**src/rtl/vga_disp_arb_pkg.sv**
```systemverilog
// Shared types and constants for the VGA display arbiter.
package vga_disp_arb_pkg;

    typedef enum logic [1:0] {
        StIdle,
        StConv,
        StHold
    } state_e;

    localparam int unsigned BCD_W      = 12;
    localparam int unsigned CONV_STEPS = 8;
    localparam int unsigned DIGIT_W    = 4;
    localparam int unsigned VAL_W      = 8;
    localparam int unsigned SRC_W      = 3;

    // Double-dabble correction: a nibble that would reach >=10 after the shift is pre-biased.
    function automatic logic [DIGIT_W-1:0] dabble_adjust(input logic [DIGIT_W-1:0] nib);
        return (nib >= 4'd5) ? nib + 4'd3 : nib;
    endfunction

endpackage

```
**src/rtl/vga_disp_arb_if.sv**
```systemverilog
// Requester/display bundle between the CPU-side requesters and the display arbiter.
interface vga_disp_arb_if
    import vga_disp_arb_pkg::*;
#(
    parameter int unsigned NREQ = 4
) ();

    logic                    vgae;
    logic [NREQ-1:0]         req;
    logic [VAL_W*NREQ-1:0]   data;
    logic [NREQ-1:0]         gnt;
    logic [SRC_W-1:0]        src;
    logic [DIGIT_W-1:0]      d2;
    logic [DIGIT_W-1:0]      d1;
    logic [DIGIT_W-1:0]      d0;
    logic                    valid;
    logic                    busy;

    // Requester / display side.
    modport master (
        output vgae, req, data,
        input  gnt, src, d2, d1, d0, valid, busy
    );

    // Arbiter side.
    modport slave (
        input  vgae, req, data,
        output gnt, src, d2, d1, d0, valid, busy
    );

endinterface

```
**src/rtl/vga_disp_arb_bcd_dabble.sv**
```systemverilog
// Sequential 8-bit binary to three-digit BCD converter, one shift-add step per clock.
module vga_disp_arb_bcd_dabble
    import vga_disp_arb_pkg::*;
(
    input  logic               clk,
    input  logic               reset,
    input  logic               start,
    input  logic [VAL_W-1:0]   bin,
    output logic               done,
    output logic [DIGIT_W-1:0] d2,
    output logic [DIGIT_W-1:0] d1,
    output logic [DIGIT_W-1:0] d0
);

    localparam int unsigned STEP_W = $clog2(CONV_STEPS);

    logic [VAL_W-1:0]       bin_q;
    logic [BCD_W-1:0]       bcd_q;
    logic [STEP_W-1:0]      step_q;
    logic                   run_q;
    logic [BCD_W-1:0]       adj;
    logic [BCD_W+VAL_W-1:0] shifted;

    // One iteration: correct every nibble, then shift the combined bcd/bin word left.
    always_comb begin
        adj     = {dabble_adjust(bcd_q[11:8]), dabble_adjust(bcd_q[7:4]),
                   dabble_adjust(bcd_q[3:0])};
        shifted = {adj, bin_q} << 1;
        // done marks the cycle whose closing edge performs the final step; the digits
        // presented here are the post-step values the caller latches on that edge.
        done    = run_q && (step_q == STEP_W'(CONV_STEPS - 1));
        d2      = shifted[VAL_W+8 +: DIGIT_W];
        d1      = shifted[VAL_W+4 +: DIGIT_W];
        d0      = shifted[VAL_W   +: DIGIT_W];
    end

    // Conversion state: load on start, step while running, stop after the last step.
    always_ff @(posedge clk or posedge reset) begin
        if (reset) begin
            bin_q  <= '0;
            bcd_q  <= '0;
            step_q <= '0;
            run_q  <= 1'b0;
        end else if (start) begin
            bin_q  <= bin;
            bcd_q  <= '0;
            step_q <= '0;
            run_q  <= 1'b1;
        end else if (run_q) begin
            bin_q  <= shifted[VAL_W-1:0];
            bcd_q  <= shifted[BCD_W+VAL_W-1:VAL_W];
            step_q <= step_q + 1'b1;
            if (done) begin
                run_q <= 1'b0;
            end
        end
    end

endmodule

```
**src/rtl/vga_disp_arb.sv**
```systemverilog
// Round-robin arbiter sharing the VGA digit display among NREQ requesters.
module vga_disp_arb
    import vga_disp_arb_pkg::*;
#(
    parameter int unsigned NREQ        = 4,
    parameter int unsigned HOLD_CYCLES = 16
) (
    input logic           clk,
    input logic           reset,
    vga_disp_arb_if.slave bus
);

    localparam int unsigned HOLD_W = (HOLD_CYCLES > 1) ? $clog2(HOLD_CYCLES) : 1;
    localparam int unsigned DATA_W = VAL_W * NREQ;

    state_e             state_q, state_d;
    logic [SRC_W-1:0]   ptr_q, ptr_d;
    logic [SRC_W-1:0]   pend_q, pend_d;
    logic [SRC_W-1:0]   src_q, src_d;
    logic [SRC_W-1:0]   pick;
    logic [NREQ-1:0]    gnt_q, gnt_d;
    logic [NREQ-1:0]    req_rot;
    logic [DATA_W-1:0]  data_rot;
    logic [VAL_W-1:0]   cap_val;
    logic               found;
    logic               start;
    logic               conv_done;
    logic [DIGIT_W-1:0] dig2, dig1, dig0;
    logic [DIGIT_W-1:0] d2_q, d2_d, d1_q, d1_d, d0_q, d0_d;
    logic               valid_q, valid_d;
    logic               busy_q, busy_d;
    logic [HOLD_W-1:0]  hold_q, hold_d;

    // Rotate requests so ptr sits at bit 0, then take the lowest set bit.
    always_comb begin
        req_rot  = NREQ'({bus.req, bus.req} >> ptr_q);
        data_rot = DATA_W'({bus.data, bus.data} >> {ptr_q, 3'b000});
        found    = 1'b0;
        pick     = '0;
        cap_val  = '0;
        for (int unsigned k = 0; k < NREQ; k++) begin
            if (!found && req_rot[k]) begin
                found   = 1'b1;
                pick    = SRC_W'((32'(ptr_q) + k) % NREQ);
                cap_val = data_rot[VAL_W*k +: VAL_W];
            end
        end
        start = (state_q == StIdle) && bus.vgae && found;
    end

    vga_disp_arb_bcd_dabble u_dabble (
        .clk   (clk),
        .reset (reset),
        .start (start),
        .bin   (cap_val),
        .done  (conv_done),
        .d2    (dig2),
        .d1    (dig1),
        .d0    (dig0)
    );

    // State register.
    always_ff @(posedge clk or posedge reset) begin
        if (reset) begin
            state_q <= StIdle;
        end else begin
            state_q <= state_d;
        end
    end

    // Next-state: grant -> convert for 8 edges -> hold -> back to arbitration.
    always_comb begin
        state_d = state_q;
        unique case (state_q)
            StIdle:  if (start) state_d = StConv;
            StConv:  if (conv_done) state_d = StHold;
            StHold:  if (hold_q == '0) state_d = StIdle;
            default: state_d = StIdle;
        endcase
    end

    // Next values of the registered outputs, pointer and hold timer.
    always_comb begin
        gnt_d   = '0;
        ptr_d   = ptr_q;
        pend_d  = pend_q;
        src_d   = src_q;
        d2_d    = d2_q;
        d1_d    = d1_q;
        d0_d    = d0_q;
        valid_d = valid_q;
        hold_d  = hold_q;
        if (start) begin
            gnt_d  = {{(NREQ-1){1'b0}}, 1'b1} << pick;
            ptr_d  = (32'(pick) == NREQ - 1) ? '0 : pick + 1'b1;
            pend_d = pick;
        end
        // Digits and src move together on the completion edge only, never mid-conversion.
        if (state_q == StConv && conv_done) begin
            d2_d    = dig2;
            d1_d    = dig1;
            d0_d    = dig0;
            src_d   = pend_q;
            valid_d = 1'b1;
            hold_d  = HOLD_W'(HOLD_CYCLES - 1);
        end
        if (state_q == StHold && hold_q != '0) begin
            hold_d = hold_q - 1'b1;
        end
        busy_d = (state_d != StIdle);
    end

    // Output and datapath registers.
    always_ff @(posedge clk or posedge reset) begin
        if (reset) begin
            gnt_q   <= '0;
            ptr_q   <= '0;
            pend_q  <= '0;
            src_q   <= '0;
            d2_q    <= '0;
            d1_q    <= '0;
            d0_q    <= '0;
            valid_q <= 1'b0;
            busy_q  <= 1'b0;
            hold_q  <= '0;
        end else begin
            gnt_q   <= gnt_d;
            ptr_q   <= ptr_d;
            pend_q  <= pend_d;
            src_q   <= src_d;
            d2_q    <= d2_d;
            d1_q    <= d1_d;
            d0_q    <= d0_d;
            valid_q <= valid_d;
            busy_q  <= busy_d;
            hold_q  <= hold_d;
        end
    end

    assign bus.gnt   = gnt_q;
    assign bus.src   = src_q;
    assign bus.d2    = d2_q;
    assign bus.d1    = d1_q;
    assign bus.d0    = d0_q;
    assign bus.valid = valid_q;
    assign bus.busy  = busy_q;

endmodule

```
**src/flat_wrapper.sv**
```systemverilog
// flat-port wrapper written by rule: the top's interface ports become plain ports
module vga_disp_arb_flat import vga_disp_arb_pkg::*;
#(
    parameter int unsigned NREQ        = 4,
    parameter int unsigned HOLD_CYCLES = 16
)
  (clk, reset, bus_vgae, bus_req, bus_data, bus_gnt, bus_src, bus_d2, bus_d1, bus_d0, bus_valid, bus_busy);
  vga_disp_arb_if #(.NREQ(NREQ)) bus_i ();
  input logic clk;
  input logic reset;
  input wire logic [$bits(bus_i.vgae)-1:0] bus_vgae;
  input wire logic [$bits(bus_i.req)-1:0] bus_req;
  input wire logic [$bits(bus_i.data)-1:0] bus_data;
  output wire logic [$bits(bus_i.gnt)-1:0] bus_gnt;
  output wire logic [$bits(bus_i.src)-1:0] bus_src;
  output wire logic [$bits(bus_i.d2)-1:0] bus_d2;
  output wire logic [$bits(bus_i.d1)-1:0] bus_d1;
  output wire logic [$bits(bus_i.d0)-1:0] bus_d0;
  output wire logic [$bits(bus_i.valid)-1:0] bus_valid;
  output wire logic [$bits(bus_i.busy)-1:0] bus_busy;
  assign bus_i.vgae = bus_vgae;
  assign bus_i.req = bus_req;
  assign bus_i.data = bus_data;
  assign bus_gnt = bus_i.gnt;
  assign bus_src = bus_i.src;
  assign bus_d2 = bus_i.d2;
  assign bus_d1 = bus_i.d1;
  assign bus_d0 = bus_i.d0;
  assign bus_valid = bus_i.valid;
  assign bus_busy = bus_i.busy;
  vga_disp_arb #(.NREQ(NREQ), .HOLD_CYCLES(HOLD_CYCLES)) u_core (.clk(clk), .reset(reset), .bus(bus_i));
endmodule
```
**config.mk**
```make
export PLATFORM = sky130hd
export DESIGN_NAME = vga_disp_arb_flat
export DESIGN_NICKNAME = d
export VERILOG_FILES = /design/src/rtl/vga_disp_arb_pkg.sv /design/src/rtl/vga_disp_arb_if.sv /design/src/rtl/vga_disp_arb_bcd_dabble.sv /design/src/rtl/vga_disp_arb.sv /design/src/flat_wrapper.sv
export SDC_FILE = /design/constraint.sdc
export NUM_CORES = 1
export LEC_CHECK = 0
export BUFFER_PORTS_ARGS = -buffer_cell sky130_fd_sc_hd__buf_2
export CAP_MARGIN = 20
export CELL_PAD_IN_SITES_DETAIL_PLACEMENT = 1
export CELL_PAD_IN_SITES_GLOBAL_PLACEMENT = 2
export CORE_MARGIN = 3
export CORE_UTILIZATION = 38
export CTS_CLUSTER_SIZE = 28
export DETAILED_ROUTE_END_ITERATION = 12
export GPL_TIMING_DRIVEN = 0
export PLACE_DENSITY = 0.91
export SYNTH_ARGS = -nofsm -noshare
export SYNTH_HDL_FRONTEND = slang
export SYNTH_HIERARCHICAL = 1
export SYNTH_SLANG_ARGS = --single-unit
export TNS_END_PERCENT = 5
```
**constraint.sdc**
```tcl
create_clock -name clk -period 3.2 [get_ports clk]
set_input_delay 0.8 -clock clk [delete_from_list [all_inputs] [get_ports clk]]
set_output_delay 0.8 -clock clk [all_outputs]
set_load 0.01 [all_outputs]
```
==> impl_metrics.py <==
metrics = {
    "clocking": {
        "clock_latency_ns": 0.30,
        "post_cts_resized": 0,
        "root_buffer": "clkbuf_8",
        "cts_made_buffers": 5,
        "clock_sinks": 54,
        "post_cts_buffers": 0,
        "cts_buffer_depth": 2,
        "cts.clk_slew.worst_paths_ns": 0.09,
        "cts_tree": "built",
        "ctsHoldBuffers": 0,
        "htree_levels": 2,
    },
    "sta": {
        "min_period_ns": 2.651,
        "drv_slew": 0,
        "relSlewSlack": 0.3416,
        "hold_viol": 0,
        "post-route-period-util": 0.8286,
        "fin_skew_ns": 0.006291,
        "timing.fmax_mhz": 377.2,
        "rsz0062_at_grt": "no",
        "totalNegativeSetupSlack_ns": 0,
        "tightest_slew_ns": 0.9865,
        "setup_viol": 0,
    },
    "routing": {
        "remaining_drc_errors": 0,
        "num_vias": 3227,
        "first_pass_iters": 4,
        "drtIter0Drc": 127,
        "wirelength_um": 9896,
        "routed_via_density": 5.545,
        "wl_per_cell_um": 17.00,
        "postRouteAntennaNets": 0,
    },
    "synthesis": {
        "async_reset_ff_frac": 1.000,
        "syn_area_sq_um": 3726,
        "synth_top_area_cell": "dfrtp_1",
        "ys_ff_latch": 54,
        "synth_most_common_cell": "dfrtp_1",
        "synth_top_area_frac": 0.3627,
        "yosysUniqueCellTypes": 51,
        "ys.warnings.count": 6,
        "postSynthCellCount": 387,
        "yosysSeqAreaShare": 0.3627,
        "ys_top_cells_by_count": "dfrtp_1 (54), mux2i_1 (48), nand2_1 (29)",
        "synthTopCellsByArea": "dfrtp_1 (36%), mux2i_1 (13%), mux2_2 (7.3%)",
        "synth_edf_count": 0,
        "synth.net_count": 439,
        "avgSynthCellArea_sq_um": 9.628,
        "ys.flop_type": "dfrtp_1",
    },
    "worst_setup_path": {
        "cp_top_family": "buffers and inverters",
        "cp_slowest_cell": "nor4b_1",
        "crit_path_end_kind": "register",
        "worstPathCellList": "buf_2 > nor4_1 > nor4b_1 > buf_2 > buf_2 > clkbuf_1 > nand4b_1 > o311ai_1",
        "crit_fanout": 11,
        "crit_path_start_kind": "input port",
        "critPathMostFrequentCell": "buf_2",
        "path_class": "in2reg",
        "worst-path-buf-inv": 4,
        "required_ns": 3.38,
        "critPathArrivalTime_ns": 2.84,
        "cpPeakStageDelay_ns": 0.51,
    },
    "final_layout": {
        "drive_gt1_frac": 0.2517,
        "final_cell_count_no_fill": 582,
        "fillers": 1111,
        "multiInputGateArea_sq_um": 2166,
        "syn2layout_area_growth_pct": 15.58,
        "regArea_sq_um": 1351,
        "nets": 504,
        "antenna_cells": 0,
    },
    "placement": {
        "globalplace.congestion": 0.8644,
        "dp_hpwl_um": 7433,
        "dp_cells": 574,
        "place.port_buffers": 57,
    },
    "power": {
        "p_seq_frac": 0.306,
        "irDropWorstVdd_mv": 0.2282,
        "internal_power_mw": 2.190,
        "leakage_nw": 2.063,
        "pwr-share-comb": 0.578,
        "total_power_mw": 3.879,
        "p_per_area_nw_per_um2": 900.8,
        "p_switching_mw": 1.689,
        "power.share.switching": 0.4354,
        "clock_power_share": 0.116,
    },
    "global_routing": {
        "grt_pass1_vias": 3418,
        "track_usage": 0.1804,
        "grt_start_max_net_pins": 26,
        "grt_pass1_wl_um": 16660,
        "overflow": 0,
        "grt_antenna_before_repair": 0,
    },
    "status": {
        "outcome": "finished clean",
    },
    "flow_run": {
        "max-cap-violations": 0,
    },
    "floorplanning": {
        "fp.coreArea_sq_um": 9371,
        "fp.dieW_um": 105.0,
        "initial_utilization": 0.3976,
        "die_area_sq_um": 11030,
        "die_h_um": 105.0,
        "pin_count": 60,
        "rows": 35,
    },
    "min_path": {
        "hp-class": "in2async",
    },
}
power groups by stage:
| stage | clock network, mW | registers (mW) | logic [mW] |
|---|---|---|---|
| after global routing | 0.495 | 1.23 | 2.49 |
| after global placement | 0 | 1.18 | 2.14 |
| after detailed placement | 0 | 1.20 | 2.24 |
| final | 0.450 | 1.19 | 2.24 |
| after floorplan | 0 | 1.19 | 1.62 |
| after CTS | 0.469 | 1.19 | 2.25 |
state kept, by name, indices dropped and copies added, names as in the netlist, 3 cells and up:
name / cells
u_core/hold_q: 4
u_core/bus.d0: 4
u_core/u_dabble/bin_q: 8
u_core/u_dabble/bcd_q: 12
u_core/bus.d2: 4
u_core/bus.d1: 4
u_core/u_dabble/step_q: 3
u_core/bus.gnt: 4
routing by layer:
layer | GRT usage | wire length, um
met2 | 0.3071 | 4711
met4 | 0.05717 | 246
met3 | 0.02471 | 287
met1 | 0.2367 | 4650
met5 | 0 | 0
cells by family after synthesis:
family          after synthesis  synth area share
simple gates                108            0.1551
compound gates               88            0.1682
xor+xnor                      5           0.01175
other cells                   1          0.001006
buf+inv                      46           0.05608
mux                          72            0.2015
flops                        54            0.3627
fa+ha+maj                    13           0.04365
worst reg2reg max path, cell delays in order (launching register included):
cell and delay [ns]:
dfrtp_1 0.42, nor4b_1 0.56, buf_2 0.33, buf_2 0.25, clkbuf_1 0.38, nand4b_1 0.17
o311ai_1 0.10
path summary, 6_finish.rpt:
check | start | end | slack [ns] | cells past startpoint
max | bus_req[0] | u_core/u_dabble/bcd_q[9] | 0.55 | 8
min | reset | u_core/bus.d2[0] | 0.45 | 2
max reg2reg | u_core/state_q[1] | u_core/u_dabble/bcd_q[9] | 0.88 | 6
min reg2reg | u_core/bus.valid | u_core/bus.valid | 0.50 | 1
max in group asynchronous | reset | u_core/u_dabble/step_q[0] | 1.87 | 2
min in group clk | u_core/bus.valid | u_core/bus.valid | 0.50 | 1
cells in the final DEF, fill, tap and decap left out, drive strengths merged, types with 11 or more instances in the layout:
cell type   n
a21oi      17
buf        75
clkbuf     16
dfrtp      54
ha         13
inv        20
mux2       24
mux2i      48
nand2      29
nand2b     11
nor2       23
o21ai      26
metrics by stage:
| step | setup WS, ns | cell area (sq um) | hold WS [ns] | util |
|---|---|---|---|---|
| finish | 0.5485 | 4307 | 0.4492 | 0.4595 |
| global placement | 0.3559 | 4173 | 0.4458 | 0.4453 |
| detailed placement | 0.2969 | 4200 | 0.4931 | 0.4482 |
| global route | 0.3057 | 4307 | 0.4559 | 0.4595 |
| CTS | 0.5633 | 4307 | 0.4501 | 0.4595 |
| floorplan | 0.7953 | 3726 | 0.4640 | - |
cell type report:
cell class	count	share of cell area
clock inverters	1	0.006973
inverters	20	0.01743
flip-flops and latches	54	0.3138
multi-input cells	287	0.5029
clock buffers	7	0.01772
well taps	129	0.03748
repair buffers	58	0.07263
plain buffers	26	0.03109
Power figures use the tool's default switching activity.
